File: src/rtl/cic_pkg.sv
// cic_pkg: helpers shared by the two-lane CIC interpolator and decimator.
package cic_pkg;
    localparam int RATE_W = 8;
    typedef logic [RATE_W-1:0] rate_t;
    function automatic int cic_width(input int win, input int n, input int rmax);
        return win + n * $clog2(rmax);
    endfunction
    function automatic rate_t clamp_rate(input rate_t r, input int rmax);
        return (r < rate_t'(2)) ? rate_t'(2) : (int'(r) > rmax) ? rate_t'(rmax) : r;
    endfunction
endpackage

File: src/rtl/cic_int_stage.sv
// cic_int_stage: one two-lane integrator; the odd lane builds on the even-lane sum.
module cic_int_stage #(
    parameter int WIDTH = 36
) (
    input  logic                    clk,
    input  logic                    rst,
    input  logic                    adv,
    input  logic signed [WIDTH-1:0] e_in,
    input  logic signed [WIDTH-1:0] o_in,
    output logic signed [WIDTH-1:0] e_out,
    output logic signed [WIDTH-1:0] o_out
);
    logic signed [WIDTH-1:0] acc;
    assign e_out = acc + e_in;
    assign o_out = e_out + o_in;
    always_ff @(posedge clk) begin
        if (rst) acc <= '0;
        else if (adv) acc <= o_out;
    end
endmodule

File: src/rtl/cic_interpolation.sv
// cic_interpolation: two-lane CIC interpolator; comb at input rate, zero-stuff by rate,
// integrators produce an even/odd output pair per clock.
module cic_interpolation
    import cic_pkg::*;
#(
    parameter int WIDTH_IN  = 16,
    parameter int NUM_STAGE = 5,
    parameter int MAX_RATE  = 16,
    parameter int WIDTH_OUT = cic_width(WIDTH_IN, NUM_STAGE, MAX_RATE)
) (
    input  logic                        clk,
    input  logic                        rst,
    input  logic                        ena,
    input  logic [7:0]                  rate,
    input  logic signed [WIDTH_IN-1:0]  din,
    input  logic                        din_vld,
    output logic                        din_rdy,
    output logic signed [WIDTH_OUT-1:0] dout_even,
    output logic signed [WIDTH_OUT-1:0] dout_odd,
    output logic                        dout_vld,
    output logic                        underflow
);
    if (NUM_STAGE < 1) begin : g_chk_n
        $error("NUM_STAGE must be >= 1");
    end
    if (MAX_RATE < 2) begin : g_chk_r
        $error("MAX_RATE must be >= 2");
    end

    rate_t rate_q, ph, ph_next;
    logic [RATE_W:0] ph_sum;
    logic signed [WIDTH_OUT-1:0] comb_q;
    logic comb_q_full, running;
    logic imp_e, imp_o, imp, advance, consume, accept;

    assign imp_e   = ph == '0;
    assign imp_o   = ph + rate_t'(1) == rate_q;
    assign imp     = imp_e | imp_o;
    assign advance = ena & (!imp | comb_q_full);
    assign consume = advance & imp;
    assign din_rdy = ena & (!comb_q_full | consume);
    assign accept  = din_vld & din_rdy;
    // rate_q >= 2 keeps ph+2 below 2*rate_q, so one subtract wraps it
    assign ph_sum  = {1'b0, ph} + (RATE_W+1)'(2);
    assign ph_next = (ph_sum >= {1'b0, rate_q}) ? RATE_W'(ph_sum - {1'b0, rate_q}) : RATE_W'(ph_sum);

    for (genvar g = 0; g < NUM_STAGE; g++) begin : g_comb
        logic signed [WIDTH_OUT-1:0] x, y, d;
        if (g == 0) begin : g_src
            assign x = WIDTH_OUT'(din);
        end else begin : g_src
            assign x = g_comb[g-1].y;
        end
        assign y = x - d;
        always_ff @(posedge clk) begin
            if (rst) d <= '0;
            else if (accept) d <= x;
        end
    end

    for (genvar g = 0; g < NUM_STAGE; g++) begin : g_int
        logic signed [WIDTH_OUT-1:0] e_in, o_in, e_out, o_out;
        if (g == 0) begin : g_src
            assign e_in = imp_e ? comb_q : '0;
            assign o_in = imp_o ? comb_q : '0;
        end else begin : g_src
            assign e_in = g_int[g-1].e_out;
            assign o_in = g_int[g-1].o_out;
        end
        cic_int_stage #(.WIDTH(WIDTH_OUT)) u_stage (
            .clk   (clk),
            .rst   (rst),
            .adv   (advance),
            .e_in  (e_in),
            .o_in  (o_in),
            .e_out (e_out),
            .o_out (o_out)
        );
    end

    always_ff @(posedge clk) begin
        if (rst) begin
            rate_q      <= clamp_rate(rate, MAX_RATE);
            ph          <= '0;
            comb_q      <= '0;
            comb_q_full <= 1'b0;
            running     <= 1'b0;
            dout_even   <= '0;
            dout_odd    <= '0;
            dout_vld    <= 1'b0;
            underflow   <= 1'b0;
        end else begin
            if (accept) comb_q <= g_comb[NUM_STAGE-1].y;
            comb_q_full <= accept | (comb_q_full & !consume);
            running     <= running | accept;
            if (advance) begin
                ph        <= ph_next;
                dout_even <= g_int[NUM_STAGE-1].e_out;
                dout_odd  <= g_int[NUM_STAGE-1].o_out;
            end
            dout_vld  <= advance;
            underflow <= ena & imp & !comb_q_full & running;
        end
    end
endmodule

File: config.mk
export PLATFORM = sky130hd
export DESIGN_NAME = cic_interpolation
export DESIGN_NICKNAME = d
export VERILOG_FILES = /design/src/rtl/cic_pkg.sv /design/src/rtl/cic_int_stage.sv /design/src/rtl/cic_interpolation.sv
export SDC_FILE = /design/constraint.sdc
export NUM_CORES = 2
export LEC_CHECK = 0
export CELL_PAD_IN_SITES_DETAIL_PLACEMENT = 1
export CELL_PAD_IN_SITES_GLOBAL_PLACEMENT = 2
export CORE_UTILIZATION = 35
export DETAILED_ROUTE_END_ITERATION = 8
export GPL_TIMING_DRIVEN = 0
export PLACE_DENSITY_LB_ADDON = 0.1
export SLEW_MARGIN = 40
export SYNTH_ARGS = -nofsm -noshare
export SYNTH_HDL_FRONTEND = slang
export SYNTH_SLANG_ARGS = --single-unit
File: constraint.sdc
create_clock -name clk -period 14.2 [get_ports clk]
set_input_delay 2.13 -clock clk [delete_from_list [all_inputs] [get_ports clk]]
set_output_delay 2.13 -clock clk [all_outputs]
set_load 0.02 [all_outputs]
* Yosys cells after proc, flatten, opt, wreduce, memory -nomap -nowiden
Cells that the tools add are included.
** Cells by class
- Reductions and logical operators :: 5
- Mux-type cells :: 4
- Equal/unequal tests :: 1
- Magnitude comparators :: 3
- Bitwise logic cells :: 13
- $add $sub $neg :: 18
** Operators with widths (count)
- 36-bit adder :: 10
- 36-bit subtractor :: 3
- 36-bit 2-to-1 mux :: 2
- 17-bit by 17-bit subtractor with 18-bit output :: 1
- 16-bit by 16-bit subtractor with 17-bit output :: 1
- 8-bit by 2-bit adder with 9-bit output (second input constant) :: 1
- 9-bit by 8-bit >= comparator with 1-bit output :: 1
- 8-bit by 1-bit adder with 8-bit output (second input constant) :: 1
- 1-bit bitwise AND :: 8
- 8-bit == test :: 1
- 8-bit by 5-bit greater-than comparator with 1-bit output (second input constant) :: 1
- 8-bit logical NOT :: 1
- 8-bit by 2-bit less-than comparator with 1-bit output (second input constant) :: 1
- 8-bit 2-to-1 mux :: 1
- 8-bit subtractor :: 1
- 5-bit 2-to-1 mux :: 1
- 1-bit bitwise OR :: 5
- 1-bit logical NOT :: 3
- 2-bit OR reduction :: 1
** Storage, ports and cells
- Output and inout bits :: 75
- Flip-flop bits (word level) :: 413
- Bits of input ports :: 28
- Word-level logic and storage cells :: 63

* Depth between registers and ports, before layout
- Depth after elaboration :: 11
- Mapped depth :: 67

* Modules after synthesis
A second synthesis with hierarchy kept.
** Second synthesis, totals
- Cells, all modules :: 5182
- Area, all modules :: 40306.2 sq um
** Modules (own cells, without submodules)
- cic_interpolation :: area an instance 15665.0 sq um, cells an instance 2068, times used 1
- cic_int_stage (g_int[0].u_stage ...) :: area an instance 4890.9 sq um, cells an instance 615, times used 3
- cic_int_stage (g_int[3].u_stage) :: area an instance 5038.6 sq um, cells an instance 643, times used 1
- cic_int_stage (g_int[4].u_stage) :: area an instance 4929.7 sq um, cells an instance 626, times used 1

* Worst setup path after synthesis
OpenSTA, ideal clock, no wires.
- Path type :: reg2reg
- Start point :: register ph[1]
- End point :: register g_int[4].u_stage.acc[35]
- Path buffers :: 3
- Library setup time :: 0.070 ns
- Required time :: 14.130 ns
- Cell stages (with the launch flop) :: 65
- Arrival time :: 11.853 ns
- Slack :: 2.277 ns
- Cell sequence :: dfxtp_1 > inv_1 > ha_1 > or4b_2 > nor4_1 > clkbuf_1 > clkbuf_1 > and2_1 > ha_1 > inv_1 > fa_1 > nor2b_1 > o21ai_0 > a21boi_0 > o21ai_0 > a21boi_0 > o21ai_0 > nand2_1 > [29 not listed] > o21ai_0 > or2_2 > clkbuf_1 > a21o_1 > a21oi_1 > xnor2_1 > ha_1 > nand3_1 > nor4b_1 > nor4_1 > o31a_1 > o21bai_1 > a21o_1 > a21oi_1 > o21ba_2 > o21ai_0 > xnor3_1 > a21oi_1
** On the way
- Word-level cells in the longest chain between the ends :: 8
- Elaborated cells between the ends (all ways) :: 19
- Those cells by class :: add/sub: 11; eq/ne: 1; mux: 2; bitwise: 3; reduce/logical: 2
** Ends and longest elaborated chain
- from (decl) :: line cic_interpolation.sv:30 : rate_t rate_q, ph, ph_next;
- from (signal assigned) :: line cic_interpolation.sv:97 : ph <= ph_next;
- 8-bit logical NOT or 8-bit by 1-bit adder with 8-bit output (tied branches) :: line cic_interpolation.sv:36, cic_interpolation.sv:37
- 36-bit 2-to-1 mux or 8-bit == test (tied branches) :: line cic_interpolation.sv:64, cic_interpolation.sv:37
- 36-bit adder or 36-bit 2-to-1 mux (tied branches) :: line cic_int_stage.sv:14, cic_interpolation.sv:65
- 36-bit adder, on equally long branches (2 in series) :: line cic_int_stage.sv:14, cic_int_stage.sv:15
- 36-bit adder * :: line cic_int_stage.sv:15 : assign o_out = e_out + o_in;
- net g_int[2].o_out[18] :: line cic_interpolation.sv:62 : logic signed [WIDTH_OUT-1:0] e_in, o_in, e_out, o_out;
- 36-bit adder * :: line cic_int_stage.sv:15
- net g_int[3].o_out[23] :: line cic_interpolation.sv:62
- 36-bit adder * :: line cic_int_stage.sv:15
- to (signal assigned) :: line cic_int_stage.sv:18 : else if (adv) acc <= o_out;
- to (decl) :: line cic_int_stage.sv:13 : logic signed [WIDTH-1:0] acc;
The timed path passes the listed nets; every way through them passes the cells marked *.
A chain may end at the register's enable or synchronous reset.

* Worst setup path in the final report
- Start point :: register ph[1]
- End point :: register g_int[4].u_stage.acc[35]
** On the way
- Word-level cells in the longest chain between the ends :: 8
- Elaborated cells between the ends (all ways) :: 19
- Those cells by class :: add/sub: 11; eq/ne: 1; mux: 2; bitwise: 3; reduce/logical: 2
** Ends and longest elaborated chain (line)
- 8-bit logical NOT or 8-bit by 1-bit adder with 8-bit output (tied branches) :: cic_interpolation.sv:36, cic_interpolation.sv:37
- 36-bit 2-to-1 mux or 8-bit == test (tied branches) :: cic_interpolation.sv:64, cic_interpolation.sv:37
- 36-bit adder or 36-bit 2-to-1 mux (tied branches) :: cic_int_stage.sv:14, cic_interpolation.sv:65
- 36-bit adder, on equally long branches (3 in series) :: cic_int_stage.sv:14, cic_int_stage.sv:15
- 36-bit adder * :: cic_int_stage.sv:15
- net g_int[3].o_out[28] :: cic_interpolation.sv:62
- 36-bit adder * :: cic_int_stage.sv:15
Marked as above.

==> key figures <==
Clock tree
  • CTS Root Cell: clkbuf_16
  • # clock sinks: 395
  • Clock buffer depth: 3
  • Total CTS buffers: 55
  • H-tree depth: 2
  • TritonCTS clock tree: done
  • Clock transition at path regs: 0.06 ns
  • Hold Buf Count CTS: 0
  • Worst-Skew Late Latency: 0.67 ns

Detailed routing
  • DRT iter0 DRCs: 1496
  • Total Routed Length: 131000 microns
  • Via density: 5.34
  • Wire per inst: 20.3 microns
  • Drt first pass iters: 5
  • Vias: 34400
  • Drc violations: 0
  • Detail Route Antenna Nets: 0

Worst setup path
  • Type of origin of the critical path: flop
  • CP Capture Type: flop
  • Crit Reg-Reg Startpoint: ph[1]
  • Worst R2R End: g_int[4].u_stage.acc[35]
  • R2R cell count: 63
  • Critical path fanouts, max: 19
  • Max stage delay on crit path: 0.64 ns
  • Crit path kind: reg -> reg
  • CP startpoint: ph[1]
  • R2R setup slack: 1.05 ns
  • Worst Path Required: 14.80 ns
  • Critical path endpoint: g_int[4].u_stage.acc[35]
  • CP arrival: 13.75 ns
  • CP max-delay cell: or4b_2

Synth
  • Post-synth EDFFs: 8
  • Yosys warns: 0
  • Number of distinct library cells after synthesis: 93
  • Sequential area share after synthesis: 22.1%
  • Yosys reg bits: 395
  • FFs w/ async S/R, synth: 0%
  • Synth Cell Area: 0.0362 sq mm
  • Prevailing post-synth register cell: dfxtp_1
  • Synth Instances: 4840
  • Avg Cell Area, Syn: 7.47 sq um

Global route
  • Initial antenna violation count: 11
  • GR Util All Layers: 24.7%
  • Vias in the first global route: 34300
  • Largest net degree at the start of global routing: 16
  • Global-route wire length before repair: 199000 microns
  • GR Overflow Total: 0

Layout
  • Share of layout cells above drive strength 1: 5.76%
  • Most frequent cells in the layout: nand2_1 (749), a21oi_1 (658), ha_1 (487), dfxtp_1 (387), nor2_1 (338)
  • Layout area overhead: 15.2%
  • Final nets: 5563
  • Most common cell after layout, fill and taps aside: nand2_1

STA
  • Final worst slack: 1.05 ns
  • Minimum clock period: 13.15 ns
  • Fmax: 0.0760 GHz
  • Final-report hold violation count: 0
  • Fin crit share: 92.6%
  • Worst-Margin Slew: 0.879 ns
  • Final setup violation count: 0
  • Fin Clk Skew: 0.0226 ns
  • Setup repair after global routing missed its margin: false
  • Slew Viols, Final: 0
  • Slew HR: 41.4%
  • Setup TNS: 0 ns

Placement
  • Post-Place Setup Slack: -1.90 ns
  • Post-DP HPWL: 107000 microns
  • IO Port Bufs: 102
  • Final GP Congestion: 0.856

Flow run
  • Maxcap violations: 0

Die
  • Initial core utilization: 35.4%
  • Die area: 0.105 sq mm
  • Io pins: 103
  • Rows: 117
  • Die height: 323 microns
  • Die X: 323 microns
  • Core ar.: 0.102 sq mm

Outcome
  • Status: finished, final reports clean

Worst hold path
  • Worst min-delay path category: reg -> reg
==> how the worst min path moves through the flow <==
stage,from,end,slack (ns),cells past startpoint
finish,dout_even[18],dout_even[18],0.45,2
detailed placement,g_comb[4].d[16],g_comb[4].d[16],0.45,2
floorplan,running,running,0.43,2
global route,g_comb[4].d[27],g_comb[4].d[27],0.47,2
global placement,g_comb[4].d[24],g_comb[4].d[24],0.44,2
CTS,g_comb[4].d[16],g_comb[4].d[16],0.46,2
==> sequential cells by signal, summed over array words and instances (netlist names) <==
name               flops
dout_even             36
ph                     8
comb_q                36
underflow              1
rate_q                 8
g_int.u_stage.acc    180
comb_q_full            1
running                1
g_comb.d             123
dout_vld               1
==> cells by family (layout without fill, tap and decap cells) <==
family,after synthesis,after routing,share of synthesized area [%]
buf+inv,445,672,4.62
xor+xnor,430,430,10.5
other cells,1,5,0.0104
mux,4,4,0.111
flops,395,395,22.1
compound gates,1469,1469,25.0
fa+ha+maj,511,511,18.0
simple gates,1585,1585,19.7
==> layout make-up <==
| type | instances | area [sq um] |
|---|---|---|
| diodes | 2 | 5.00 |
| plain buffers | 146 | 611 |
| clock buffers | 75 | 1550 |
| clock inverters | 27 | 400 |
| fillers | 12700 | 60400 |
| inverters | 296 | 1110 |
| multi-input cells | 4002 | 27000 |
| flip-flops and latches | 395 | 7990 |
| well taps | 1368 | 1710 |
| repair buffers | 128 | 1280 |
==> stage by stage <==
stage                     std cells  utilization, %  hold WS [ns]  cell area (sq um)
after detailed placement       6316            38.3         0.447              39100
after floorplan                4842               -         0.432              36200
after global placement         6312            38.1         0.442              38900
after CTS                      6419            40.3         0.455              41100
after global routing           6437            40.8         0.469              41700
final                          6439            40.8         0.453              41700
==> cell usage after synthesis (all sizes together) (13+ instances only) <==
cell | count | area share [%]
nand3 | 61 | 0.84
dfxtp | 387 | 21
or3 | 30 | 0.52
nor2b | 40 | 0.69
fa | 16 | 0.89
nand2 | 749 | 7.8
o21a | 46 | 0.95
nand4 | 34 | 0.59
and3 | 48 | 0.84
nand2b | 50 | 0.86
a21boi | 41 | 0.85
a31oi | 35 | 0.66
o211ai | 23 | 0.49
ha | 495 | 17
a211oi | 76 | 1.6
a21oi | 669 | 9.3
xor2 | 126 | 3.1
o31ai | 16 | 0.33
a21o | 190 | 4.0
and2 | 91 | 1.6
o21ai | 205 | 2.8
xnor2 | 303 | 7.4
or2 | 13 | 0.22
clkbuf | 146 | 1.5
o21bai | 63 | 1.3
inv | 295 | 3.1
nor2 | 341 | 3.5
nor3 | 72 | 1.0
a31o | 20 | 0.48
==> metal layers <==
metal  up-vias  part of all wire, %  track usage (%)
met5         -                    0                0
met4         0                  3.0             7.95
met3       164                  3.3             2.79
met2       434                   46             40.9
met1     16500                   48             33.2
li1      17300                    -                -
==> timing repair <==
| action | in CTS | in global routing |
|---|---|---|
| setup endpoints to repair | 18 | 15 |
| buffers inserted | 1 | 20 |
| cloned | 0 | 0 |
| gates resized for setup | 23 | 81 |
| pin swaps | 2 | 26 |
==> critical path: cells and delay by family, from the launching register on <==
kind	cells	cell delay, ns
adder cells (fa/ha/maj)	8	2.46
AO/OA/AOI/OAI	32	6.19
AND/OR/NAND/NOR	14	2.37
XOR/XNOR	5	1.04
flip-flops	1	0.39
buffers and inverters	4	0.60
Power is not shown: default switching activity piles up to over one toggle a cycle in this logic, so the estimate is an artifact.
